[src/rtl/uart_pkg.sv]
// Shared UART types: rx FSM states, oversample indices, vote helper.
// Imported by uart_os_tick_gen and uart_rx_os16.
package uart_pkg;

  localparam int DATA_W = 8;

  // Mid-bit sample points within a 16-tick bit slot
  localparam logic [3:0] OS_MID = 4'd8;
  localparam logic [3:0] OS_S0  = 4'd7;
  localparam logic [3:0] OS_S1  = OS_MID;
  localparam logic [3:0] OS_S2  = 4'd9;
  localparam logic [3:0] OS_END = 4'd15;

  typedef enum logic [2:0] {
    IDLE,
    START,
    DATA,
    PARITY,
    STOP,
    BREAK_WAIT
  } rx_state_e;

  function automatic logic majority3(
    input logic a,
    input logic b,
    input logic c
  );
    return (a & b) | (a & c) | (b & c);
  endfunction

endpackage

[src/rtl/uart_os_tick_gen.sv]
// Oversample tick generator: one-clk tick every CLOCK_FREQ/(BAUD*OS) clks.
// Ports: clk, rst_n (async low), clear (restart phase), tick (pulse out).
module uart_os_tick_gen #(
  parameter int CLOCK_FREQ = 12000000,
  parameter int BAUD_RATE  = 19200,
  parameter int OVERSAMPLE = 16
) (
  input  logic clk,
  input  logic rst_n,
  input  logic clear,
  output logic tick
);

  localparam int DIV = CLOCK_FREQ / (BAUD_RATE * OVERSAMPLE);
  localparam int CW  = (DIV > 1) ? $clog2(DIV) : 1;
  localparam logic [CW-1:0] LAST = CW'(DIV - 1);

  logic [CW-1:0] cnt_q;

  always_ff @(posedge clk or negedge rst_n) begin
    if (!rst_n) begin
      cnt_q <= '0;
    end else if (clear || cnt_q == LAST) begin
      cnt_q <= '0;
    end else begin
      cnt_q <= cnt_q + 1'b1;
    end
  end

  assign tick = !clear && (cnt_q == LAST);

endmodule

[src/rtl/uart_rx_os16.sv]
// 16x oversampled UART receiver (8N1, or 8E1 with UART_RX_PARITY_EN)
// with 3-sample majority vote and a show-ahead byte FIFO.
// Ports: clk, rst_n (async low), rxd (async line), enable,
//   data/valid/ready (FIFO head handshake),
//   frame_err, overrun, parity_err (one-clk pulses).
module uart_rx_os16
  import uart_pkg::*;
#(
  parameter int CLOCK_FREQ = 12000000,
  parameter int BAUD_RATE  = 19200,
  parameter int OVERSAMPLE = 16,
  parameter int FIFO_DEPTH = 4
) (
  input  logic              clk,
  input  logic              rst_n,
  input  logic              rxd,
  input  logic              enable,
  output logic [DATA_W-1:0] data,
  output logic              valid,
  input  logic              ready,
  output logic              frame_err,
  output logic              overrun,
  output logic              parity_err
);

  localparam int AW = $clog2(FIFO_DEPTH);

`ifdef UART_RX_PARITY_EN
  localparam rx_state_e AFTER_DATA = PARITY;
`else
  localparam rx_state_e AFTER_DATA = STOP;
`endif

  logic [1:0]        sync_q;
  logic              rxd_s;
  rx_state_e         state_q;
  logic [3:0]        tidx_q;
  logic [2:0]        bcnt_q;
  logic [DATA_W-1:0] shreg_q;
  logic              s7_q, s8_q, s9_q;
  logic              vpend_q;
  logic              ferr_q, ovr_q;
  logic              start_edge, tick;
  logic              vote, last_tick;
  logic              push, pop, push_ok, full, par_bad;

  logic [DATA_W-1:0] mem_q [FIFO_DEPTH];
  logic [AW-1:0]     wr_q, rd_q;
  logic [AW:0]       cnt_q;

  always_ff @(posedge clk or negedge rst_n) begin
    if (!rst_n) sync_q <= 2'b11;
    else        sync_q <= {sync_q[0], rxd};
  end

  assign rxd_s = sync_q[1];

  assign start_edge = enable && (state_q == IDLE) && !rxd_s;

  uart_os_tick_gen #(
    .CLOCK_FREQ (CLOCK_FREQ),
    .BAUD_RATE  (BAUD_RATE),
    .OVERSAMPLE (OVERSAMPLE)
  ) u_tick (
    .clk   (clk),
    .rst_n (rst_n),
    .clear (start_edge),
    .tick  (tick)
  );

  // Tick index and mid-bit sampling; vpend_q marks the vote cycle.
  always_ff @(posedge clk or negedge rst_n) begin
    if (!rst_n) begin
      tidx_q  <= '0;
      s7_q    <= 1'b1;
      s8_q    <= 1'b1;
      s9_q    <= 1'b1;
      vpend_q <= 1'b0;
    end else if (start_edge) begin
      tidx_q  <= '0;
      vpend_q <= 1'b0;
    end else if (tick) begin
      tidx_q  <= tidx_q + 4'd1;
      vpend_q <= (tidx_q == OS_S2);
      if (tidx_q == OS_S0) s7_q <= rxd_s;
      if (tidx_q == OS_S1) s8_q <= rxd_s;
      if (tidx_q == OS_S2) s9_q <= rxd_s;
    end else begin
      vpend_q <= 1'b0;
    end
  end

  assign vote      = majority3(s7_q, s8_q, s9_q);
  assign last_tick = tick && (tidx_q == OS_END);

`ifdef UART_RX_PARITY_EN
  logic par_bad_q, perr_q;
  assign par_bad    = par_bad_q;
  assign parity_err = perr_q;
`else
  assign par_bad    = 1'b0;
  assign parity_err = 1'b0;
`endif

  assign push = enable && (state_q == STOP) && vpend_q
              && vote && !par_bad;

  always_ff @(posedge clk or negedge rst_n) begin
    if (!rst_n) begin
      state_q   <= IDLE;
      bcnt_q    <= '0;
      shreg_q   <= '0;
      ferr_q    <= 1'b0;
`ifdef UART_RX_PARITY_EN
      par_bad_q <= 1'b0;
      perr_q    <= 1'b0;
`endif
    end else begin
      ferr_q <= 1'b0;
`ifdef UART_RX_PARITY_EN
      perr_q <= 1'b0;
`endif
      if (!enable) begin
        state_q <= IDLE;
      end else begin
        unique case (state_q)
          IDLE: begin
            if (!rxd_s) state_q <= START;
          end
          START: begin
            if (vpend_q && vote) begin
              state_q <= IDLE;
            end else if (last_tick) begin
              state_q <= DATA;
              bcnt_q  <= '0;
            end
          end
          DATA: begin
            if (vpend_q) shreg_q <= {vote, shreg_q[DATA_W-1:1]};
            if (last_tick) begin
              bcnt_q <= bcnt_q + 3'd1;
              if (bcnt_q == 3'd7) state_q <= AFTER_DATA;
            end
          end
`ifdef UART_RX_PARITY_EN
          PARITY: begin
            if (vpend_q) par_bad_q <= ^{shreg_q, vote};
            if (last_tick) state_q <= STOP;
          end
`endif
          // Leave right after the stop vote so a skewed next
          // start edge is not missed.
          STOP: begin
            if (vpend_q) begin
              if (vote) begin
                state_q <= IDLE;
`ifdef UART_RX_PARITY_EN
                perr_q  <= par_bad_q;
`endif
              end else begin
                ferr_q  <= 1'b1;
                state_q <= BREAK_WAIT;
              end
            end
          end
          BREAK_WAIT: begin
            if (rxd_s) state_q <= IDLE;
          end
          default: state_q <= IDLE;
        endcase
      end
    end
  end

  assign valid   = (cnt_q != '0);
  assign full    = cnt_q[AW];
  assign pop     = valid && ready;
  assign push_ok = push && (!full || pop);
  assign data    = mem_q[rd_q];

  always_ff @(posedge clk or negedge rst_n) begin
    if (!rst_n) begin
      wr_q  <= '0;
      rd_q  <= '0;
      cnt_q <= '0;
      ovr_q <= 1'b0;
      for (int i = 0; i < FIFO_DEPTH; i++) mem_q[i] <= '0;
    end else begin
      ovr_q <= push && full && !pop;
      if (push_ok) begin
        mem_q[wr_q] <= shreg_q;
        wr_q        <= wr_q + 1'b1;
      end
      if (pop) rd_q <= rd_q + 1'b1;
      if (push_ok && !pop)      cnt_q <= cnt_q + 1'b1;
      else if (!push_ok && pop) cnt_q <= cnt_q - 1'b1;
    end
  end

  assign frame_err = ferr_q;
  assign overrun   = ovr_q;

endmodule

[config.mk]
export PLATFORM = sky130hd
export DESIGN_NAME = uart_rx_os16
export DESIGN_NICKNAME = d
export VERILOG_FILES = /design/src/rtl/uart_pkg.sv /design/src/rtl/uart_os_tick_gen.sv /design/src/rtl/uart_rx_os16.sv
export SDC_FILE = /design/constraint.sdc
export NUM_CORES = 1
export LEC_CHECK = 0
export CAP_MARGIN = 20
export CORE_MARGIN = 4
export CORE_UTILIZATION = 30
export CTS_BUF_LIST = sky130_fd_sc_hd__clkbuf_4
export DETAILED_ROUTE_END_ITERATION = 7
export GPL_TIMING_DRIVEN = 0
export SYNTH_ARGS = -nofsm -noshare
export SYNTH_HDL_FRONTEND = slang
export SYNTH_SLANG_ARGS = --single-unit
[constraint.sdc]
create_clock -name clk -period 2.61 [get_ports clk]
set_input_delay 0.6525 -clock clk [delete_from_list [all_inputs] [get_ports clk]]
set_output_delay 0.6525 -clock clk [all_outputs]
set_load 0.02 [all_outputs]
==> results.json, run 1 <==
{
  "status": "completed",
  "use_met1_pct": 12.73,
  "reg2reg_from": "s9_q",
  "port_buffers": 14,
  "syn_avg_cell_area_um2": 13.66,
  "tightestPinTransition_ns": 0.8741,
  "p_leak_nw": 1.847,
  "fin_nets": 289,
  "setup_ws_ns": 0.1252,
  "skew_ns": 0.006564,
  "htreeDepth": 3,
  "yosys_register_bits": 71,
  "critical_path.top_delay_family": "multiplexers",
  "max-vdd-ir-drop_uv": 282.2,
  "ff2ff_setup_slack_ns": 0.22,
  "synth.most_common_cell": "dfrtp_1",
  "die-area_um2": 12810,
  "clkLatencyLatePin_ns": 0.42,
  "wirelength_mm": 5.688,
  "grtUsageMet2_pct": 15.01,
  "crit_chain": "buf_8, mux4_2, dlygate4sd2_1",
  "crit_path_start_kind": "flop",
  "synth_mux_area_share_pct": 21.12,
  "vias": 1933,
  "rows": 38,
  "ys_seq_area_share_pct": 53.73,
  "pre_cts_slack_ns": -0.2940,
  "drc": 0,
  "cts_root_buf": "clkbuf_4",
  "synthXorXnorAreaFrac_pct": 3.431,
  "max_freq_mhz": 402.4,
  "cts_tree": "done",
  "rsz0062_at_grt": "false",
  "synth_top_family_by_area": "multiplexers",
  "drv_cap": 0,
  "critPathKind": "reg -> out",
  "worstPathMaxFanout": 10,
  "initial_core_util_pct": 30.61,
  "grt_pass1_wl_mm": 9.977,
  "maxSlewViolCount": 0,
  "grt.total_usage_pct": 9.839,
  "synth-edff-count": 0,
  "wire_per_inst_um": 13.67,
  "period_needed_ns": 2.485,
  "synth_top_area_cell": "dfrtp_1",
  "async_flop_share_pct": 100.0,
  "grtUsageMet3_pct": 4.599,
  "fin_area_um2": 3795,
  "cp_slowest_cell": "mux4_2",
  "cp.arrival_ns": 1.83,
  "drive_gt1_share_pct": 33.70,
  "worstPathRequired_ns": 1.96,
  "antenna_found_initial": 0,
  "dpl_cell_area_um2": 3631,
  "synth.distinct_cells": 47,
  "finalCritPeriodShare_pct": 95.20,
  "syn_nets": 261,
  "gr-max-usage-layer": "met2",
  "grt_pass1_vias": 2000,
  "synth_cells": 243,
  "drtIter0Drc": 113,
  "firstDrtPassIters": 4,
  "yosys_warnings": 0,
  "coreArea_um2": 10840,
  "die_x_um": 113.2,
  "synth-simple-area-share_pct": 10.03,
  "clkTransAtPathRegs_ns": 0.11,
  "fill_cells": 1069,
  "power.density_nw_per_um2": 513.6,
  "cts_buffers": 9,
  "synthAdderAreaFrac_pct": 5.468,
  "synthesis.area_um2": 3318,
  "antenna_cells": 0,
  "synthFlopType": "dfrtp_1",
  "hold_path_class": "in -> async",
  "r2r-end": "cnt_q[2]",
  "synth_area_leaders": "dfrtp_1 50%, mux2_2 15%, mux4_2 5.4%",
  "dieHeight_um": 113.2,
  "hold_viol": 0,
  "grt_max_degree": 72,
  "setup_viol": 0,
  "hold_ws_ns": 0.3263,
  "cts_buffer_depth": 2,
  "cts_num_sinks": 71,
  "path_buf_inv": 2,
  "globalplace.congestion": 0.7039,
  "synth_common_cells": "66 x dfrtp_1, 43 x mux2_2, 15 x nor2_1, 12 x ha_1, 10 x nand2_1",
  "synth_top_cell_area_share_pct": 49.77,
  "pin_count": 17,
  "slowest_delay_ns": 0.53,
  "grt_overflow": 0,
  "dp_hpwl_mm": 3.745,
  "via_per_inst": 4.647,
  "synth_compound_area_share_pct": 4.072,
  "crit_path_end_kind": "primary output",
  "ant_nets": 0,
  "slew_headroom_pct": 41.72,
  "r2r_cells": 9,
  "areaGrowthSynthToFinish_pct": 14.37
}
==> cell families (layout without fill, tap and decap cells) <==
kind of cell | after synthesis | after routing
flops | 71 | 71
xor+xnor | 13 | 13
buf+inv | 15 | 48
compound gates | 17 | 17
other cells | 1 | 1
fa+ha+maj | 14 | 14
simple gates | 58 | 58
mux | 54 | 54
==> through the flow <==
stage          util, %  power (mW)  cells  TNS [ns]
2_1_floorplan        -       1.266    243         0
3_5_place_dp     33.49       1.316    397   -0.5363
5_1_grt          35.01       2.062    416         0
4_1_cts          34.56       1.986    412         0
6_report         35.01       1.949    416         0
3_3_place_gp     33.52       1.310    397   -104.95
==> how the worst max path moves through the flow <==
stage	start	to	depth (start not counted)
finish	rd_q[0]	data[5]	3
detailed placement	ready	cnt_q[2]	9
global route	rd_q[0]	data[5]	3
CTS	s9_q	cnt_q[2]	9
global placement	rst_n	u_tick.cnt_q[0]	1
floorplan	enable	cnt_q[2]	10
==> layout by cell type, fill, tap and decap left out, types with 2 or more instances in the layout <==
master | netlist | layout
a22o_1 | 2 | 2
a31oi_1 | 2 | 2
and2_1 | 3 | 3
and3_1 | 2 | 2
buf_2 | 3 | 2
buf_4 | 2 | 7
clkbuf_4 | 0 | 10
clkdlybuf4s50_1 | 0 | 4
clkinv_1 | 0 | 3
clkinv_2 | 0 | 2
dfrtp_1 | 66 | 66
dfstp_2 | 5 | 5
dlygate4sd2_1 | 0 | 7
ha_1 | 12 | 12
inv_1 | 9 | 9
mux2_2 | 43 | 43
mux4_2 | 8 | 8
nand2_1 | 10 | 10
nand2_2 | 5 | 5
nand2b_1 | 3 | 3
nand3_1 | 7 | 7
nand4_1 | 3 | 3
nor2_1 | 15 | 15
nor4b_4 | 2 | 2
o21ai_0 | 3 | 3
xnor2_1 | 8 | 8
xor2_1 | 5 | 5
==> per-layer routing <==
layer	wire length [um]	vias up
li1	-	919
met1	2686	984
met2	2683	24
met3	257	6
met4	61	0
met5	0	-
==> what timing repair did <==
item                                    in CTS  in global routing
cloned                                       0                  0
buffers inserted                             0                  4
endpoints found under the hold margin        0                  0
hold buffers                                 0                  0
resized for setup                            9                  5
endpoints found under the setup margin       8                 10
==> worst reg2reg max path, stage by stage, from the launching register on <==
cell     delay (ns)
dfstp_2        0.55
maj3_2         0.25
nand4_1        0.18
a21oi_4        0.25
ha_1           0.23
inv_1          0.06
fa_1           0.37
xor2_1         0.16
nor2_1         0.11
xor2_1         0.16
==> final cells by class <==
cell class	instances	area, um2	area share, %
Multi-Input combinational cell	157	1475	38.87
Buffer	5	40.04	1.055
Sequential cell	71	1783	46.98
Clock inverter	6	51.30	1.352
Clock buffer	10	75.07	1.978
Timing Repair Buffer	18	161.4	4.253
Tap cell	140	175.2	4.616
Inverter	9	33.78	0.8902
==> flip-flops by register name, indices dropped and copies added (netlist names) <==
signal and count:
state_q 3, s7_q 1, mem_q 32, rd_q 2, tidx_q 4, bcnt_q 3, overrun 1, vpend_q 1
s8_q 1, frame_err 1, u_tick.cnt_q 6, cnt_q 3, shreg_q 8, wr_q 2, s9_q 1, sync_q 2
==> where the power goes <==
| group | switching, mW | internal (mW) | leakage, nW |
|---|---|---|---|
| clock | 0.366 | 0.291 | 0.0727 |
| combinational | 0.0763 | 0.0468 | 0.817 |
| sequential | 0.0378 | 1.13 | 0.957 |
No activity file was read; power rests on OpenSTA's default activity.
==> run 2: changes to the inputs <==
clock period = 2.9 ns   (was 2.61 ns; I/O delays follow)
==> run 2 against run 1 <==
Count of clock-buffer cells in the layout stayed put. Design area is 0.59% lower. Critical endpoint is now data[2]. Worst setup slack better by 0.028 ns. Wire length is 0.74% lower. Critical path depth stayed put. Via count is 0.88% lower. Register-to-register slack better by 0.13 ns.
==> results.json, run 2 (same netlist as run 1, synthesis figures left out) <==
{
  "critPathKind": "reg -> out",
  "drv_cap": 0,
  "coreArea_um2": 10840,
  "ant_nets": 0,
  "reg_top3": "mem_q (32), shreg_q (8), u_tick.cnt_q (6)",
  "power.switching_uw": 431.4,
  "wirelength_mm": 5.646,
  "initial_core_util_pct": 30.61,
  "p_total_mw": 1.753,
  "clkLatencyLatePin_ns": 0.42,
  "tightestPinTransition_ns": 0.8729,
  "hold_path_class": "reg -> reg",
  "pre_cts_slack_ns": -0.07650,
  "grt_pass1_wl_mm": 9.991,
  "areaGrowthSynthToFinish_pct": 13.69,
  "r2r_cells": 9,
  "largest_register_ff_count": 32,
  "layout_commonest_cell": "dfrtp_1",
  "drive_gt1_share_pct": 32.72,
  "max-vdd-ir-drop_uv": 253.9,
  "p_leak_nw": 1.862,
  "final_core_util_pct": 34.80,
  "dieHeight_um": 113.2,
  "drc": 0,
  "antenna_found_initial": 0,
  "drtIter0Drc": 107,
  "p_int_mw": 1.322,
  "seqPwrFrac_pct": 60.0,
  "p_clk_share_pct": 33.7,
  "cp.arrival_ns": 2.02,
  "wire_per_inst_um": 13.70,
  "fin_nets": 285,
  "grt_pass1_vias": 2005,
  "period_needed_ns": 2.747,
  "die_x_um": 113.2,
  "m1WireLength_mm": 2.657,
  "globalplace.congestion": 0.7039,
  "crit_path_end_kind": "primary output",
  "route.met3.wl_um": 274,
  "cts_buffer_depth": 2,
  "cts_buffers": 9,
  "cts_root_buf": "clkbuf_4",
  "ctsHoldBuffers": 0,
  "layout_common_cells": "66 x dfrtp_1, 43 x mux2_2, 15 x nor2_1, 12 x ha_1",
  "seq_area_um2": 1783,
  "via_per_inst": 4.650,
  "crit_path_start_kind": "flop",
  "cts_tree": "done",
  "dp_hpwl_mm": 3.745,
  "regMostFlops": "mem_q",
  "multi_input_area_um2": 1468,
  "hold_viol": 0,
  "setup_viol": 0,
  "grt.total_usage_pct": 9.851,
  "finalCritPeriodShare_pct": 94.71,
  "hold_ws_ns": 0.3624,
  "slew_headroom_pct": 41.81,
  "top_layer": "met4",
  "holdPathStages": 0,
  "swShare_pct": 24.60,
  "antenna_cells": 0,
  "firstDrtPassIters": 4,
  "pin_count": 17,
  "die-area_um2": 12810,
  "met2_length_mm": 2.653,
  "setup_ws_ns": 0.1535,
  "cts_num_sinks": 71,
  "worstPathRequired_ns": 2.17,
  "status": "completed",
  "rsz0062_at_grt": "false",
  "clkTransAtPathRegs_ns": 0.11,
  "skew_ns": 0.006849,
  "fill_cells": 1070,
  "vias": 1916,
  "port_buffers": 14,
  "power_frac_comb_pct": 6.3,
  "power.density_nw_per_um2": 464.8,
  "grt_overflow": 0,
  "max_freq_mhz": 364.1,
  "rows": 38,
  "worstPathMaxFanout": 10,
  "htreeDepth": 3,
  "grt_max_degree": 72,
  "maxSlewViolCount": 0
}
run 2: cell count changes in the layout (fill, tap and decap cells not counted), sizes merged:
cell           delta
buf               -4
clkdlybuf4s15     -1
clkdlybuf4s50     +4
dlygate4sd2       -7
dlymetal6s2s      +4
run 2: repair_timing:
action,in CTS,in global routing
endpoints found under the setup margin,8,8
pin swaps,0,0
resized for setup,1,6
setup buffers,0,0
endpoints found under the hold margin,0,0
run 2: per-layer routing:
layer,up-vias,track usage (%)
li1,912,-
met1,968,12.77
met2,30,15.01
met3,6,4.599
met4,0,2.404
met5,-,0
run 2: worst paths after layout:
check	end	startpoint	slack, ns
setup / recovery	data[2]	rd_q[0]	0.15
hold / removal	sync_q[1]	sync_q[0]	0.36
setup reg to reg	cnt_q[2]	s9_q	0.35
hold reg to reg	sync_q[1]	sync_q[0]	0.36
max in group asynchronous	bcnt_q[1]	rst_n	1.92
min in group asynchronous	mem_q[19]	rst_n	0.40
run 2: stage by stage:
| step | setup TNS [ns] | instances | area [um2] |
|---|---|---|---|
| after floorplan | 0 | 243 | 3318 |
| after global placement | -89.09 | 397 | 3633 |
| after detailed placement | -0.1013 | 397 | 3631 |
| after CTS | 0 | 412 | 3756 |
| after global routing | 0 | 412 | 3772 |
| final | 0 | 412 | 3772 |
run 2: layout make-up:
| class | instances | share of cell area [%] |
|---|---|---|
| well taps | 140 | 4.643 |
| flip-flops and latches | 71 | 47.26 |
| repair buffers | 14 | 3.980 |
| inverters | 9 | 0.8955 |
| multi-input cells | 157 | 38.91 |
| plain buffers | 5 | 0.9619 |
| clock inverters | 6 | 1.360 |
| clock buffers | 10 | 1.990 |
run 2: worst max-delay path: stages, from the launching register on:
cell	delay [ns]
dfrtp_1	0.35
buf_6	0.18
mux4_2	0.51
clkdlybuf4s50_1	0.55
run 2: power by group through the flow:
stage	Clock [mW]	Combinational [mW]	Sequential, mW
3_3_place_gp	0	0.109	1.07
2_1_floorplan	0	0.0743	1.06
4_1_cts	0.622	0.113	1.05
6_report	0.590	0.111	1.05
3_5_place_dp	0	0.113	1.07
5_1_grt	0.669	0.129	1.06
==> run 3: changes to the inputs <==
CORE_MARGIN = 10   (was 4)
==> run 3 against run 2 <==
Clock power hardly changed. Via count is 0.37% higher. Core utilization about the same. Power is essentially flat. Critical path depth shrank 1. Global-route usage is 1.9 points lower. Cell count is the same.
==> results.json, run 3 (same netlist as run 1, synthesis figures left out) <==
{
  "cts_tree": "done",
  "period_needed_ns": 2.563,
  "fill_cells": 1093,
  "power_frac_comb_pct": 6.2,
  "critPathKind": "reg -> out",
  "clkLatencyLatePin_ns": 0.42,
  "via_per_inst": 4.667,
  "initial_core_util_pct": 30.61,
  "cts_buffer_depth": 2,
  "fin_nets": 285,
  "seqPwrFrac_pct": 60.0,
  "reg_top3": "mem_q (32), shreg_q (8), u_tick.cnt_q (6)",
  "grt.total_usage_pct": 7.981,
  "slew_headroom_pct": 41.31,
  "htreeDepth": 3,
  "cts_root_buf": "clkbuf_4",
  "areaGrowthSynthToFinish_pct": 13.80,
  "grt_overflow": 0,
  "largest_register_ff_count": 32,
  "coreArea_um2": 10840,
  "max_freq_mhz": 390.2,
  "max-vdd-ir-drop_uv": 313.7,
  "clkTransAtPathRegs_ns": 0.10,
  "die_x_um": 125.2,
  "antenna_found_initial": 0,
  "rows": 38,
  "swShare_pct": 24.52,
  "skew_ns": 0.008682,
  "drive_gt1_share_pct": 32.72,
  "maxSlewViolCount": 0,
  "cts_num_sinks": 71,
  "wirelength_mm": 5.698,
  "worstPathMaxFanout": 4,
  "ff2ff_setup_slack_ns": 0.39,
  "die-area_um2": 15670,
  "dpl_cell_area_um2": 3631,
  "firstDrtPassIters": 4,
  "drtIter0Drc": 120,
  "drv_cap": 0,
  "p_clk_share_pct": 33.8,
  "drc": 0,
  "hold_path_class": "reg -> reg",
  "dieHeight_um": 125.2,
  "hold_viol": 0,
  "globalplace.congestion": 0.7095,
  "layout_common_cells": "66 x dfrtp_1, 43 x mux2_2, 15 x nor2_1, 12 x ha_1",
  "fin_area_um2": 3776,
  "tightestPinTransition_ns": 0.8803,
  "grt_pass1_vias": 1956,
  "power.switching_uw": 429.5,
  "worstPathRequired_ns": 2.17,
  "rsz0062_at_grt": "false",
  "ant_nets": 0,
  "pin_count": 17,
  "finalCritPeriodShare_pct": 88.38,
  "vias": 1923,
  "grt_max_degree": 72,
  "crit_path_start_kind": "flop",
  "grt_pass1_wl_mm": 10.12,
  "regMostFlops": "mem_q",
  "p_leak_nw": 1.918,
  "crit_path_end_kind": "primary output",
  "cp.arrival_ns": 1.84,
  "status": "completed",
  "port_buffers": 14,
  "setup_viol": 0,
  "wire_per_inst_um": 13.83,
  "cts_setup_buffers": 0,
  "setup_tns_ns": 0,
  "layout_commonest_cell": "dfrtp_1",
  "cts_buffers": 9,
  "dp_hpwl_mm": 3.823,
  "antenna_cells": 0,
  "p_int_mw": 1.322,
  "p_total_mw": 1.752,
  "power.density_nw_per_um2": 463.9
}
==> run 3: cell types whose count changed in the layout (fill, tap and decap cells not counted), sizes merged <==
cell / before / now
clkdlybuf4s50: 8 / 5
dlymetal6s2s: 5 / 8
==> run 3: path summary, 6_finish.rpt <==
kind,to,start,cells after the start
min in group asynchronous,mem_q[16],rst_n,1
worst max register to register,cnt_q[2],s8_q,9
worst min register to register,sync_q[1],sync_q[0],0
worst max-delay path,valid,cnt_q[2],2
worst min-delay path,sync_q[1],sync_q[0],0
max in group asynchronous,frame_err,rst_n,1
==> run 3: per-stage QoR <==
stage	util (%)	setup WS [ns]	std cells	hold slack [ns]
after CTS	34.65	0.02553	412	0.3678
after detailed placement	33.49	0.002943	397	0.3529
final	34.83	0.3370	412	0.3637
after floorplan	-	0.3468	243	0.3452
after global placement	33.52	-1.281	397	0.3465
after global routing	34.83	0.1824	412	0.3725
==> run 3: area by class of cell <==
type	instances	area [um2]	area share [%]
buffer	5	32.53	0.8615
clock inverter	6	51.30	1.359
multi-input combinational	157	1468	38.87
tap	140	175.2	4.639
sequential	71	1783	47.22
clock buffer	10	75.07	1.988
timing repair buffer	14	157.7	4.175
inverter	9	33.78	0.8946
==> run 3: routing by layer <==
layer  track usage [%]  vias up  share of wire, %
met5                 0        -                 0
met4             2.236        0               1.2
met3             4.183        8               4.3
met2             12.10       35                47
met1             9.690      967                47
li1                  -      913                 -
==> run 3: worst max-delay path, stage by stage, from the launching register on <==
cell and delay (ns):
dfrtp_1 0.43, or3_1 0.43, clkdlybuf4s50_1 0.56
==> run 3: timing repair <==
| item | CTS | global route |
|---|---|---|
| gates resized for setup | 1 | 8 |
| setup endpoints to repair | 8 | 8 |
| hold buffers | 0 | 0 |
==> run 3: power by group through the flow <==
stage / logic, mW / registers (mW) / clock network (mW)
6_report: 0.109 / 1.05 / 0.592
3_3_place_gp: 0.110 / 1.07 / 0
5_1_grt: 0.126 / 1.06 / 0.678
2_1_floorplan: 0.0743 / 1.06 / 0
4_1_cts: 0.112 / 1.05 / 0.618
3_5_place_dp: 0.110 / 1.07 / 0
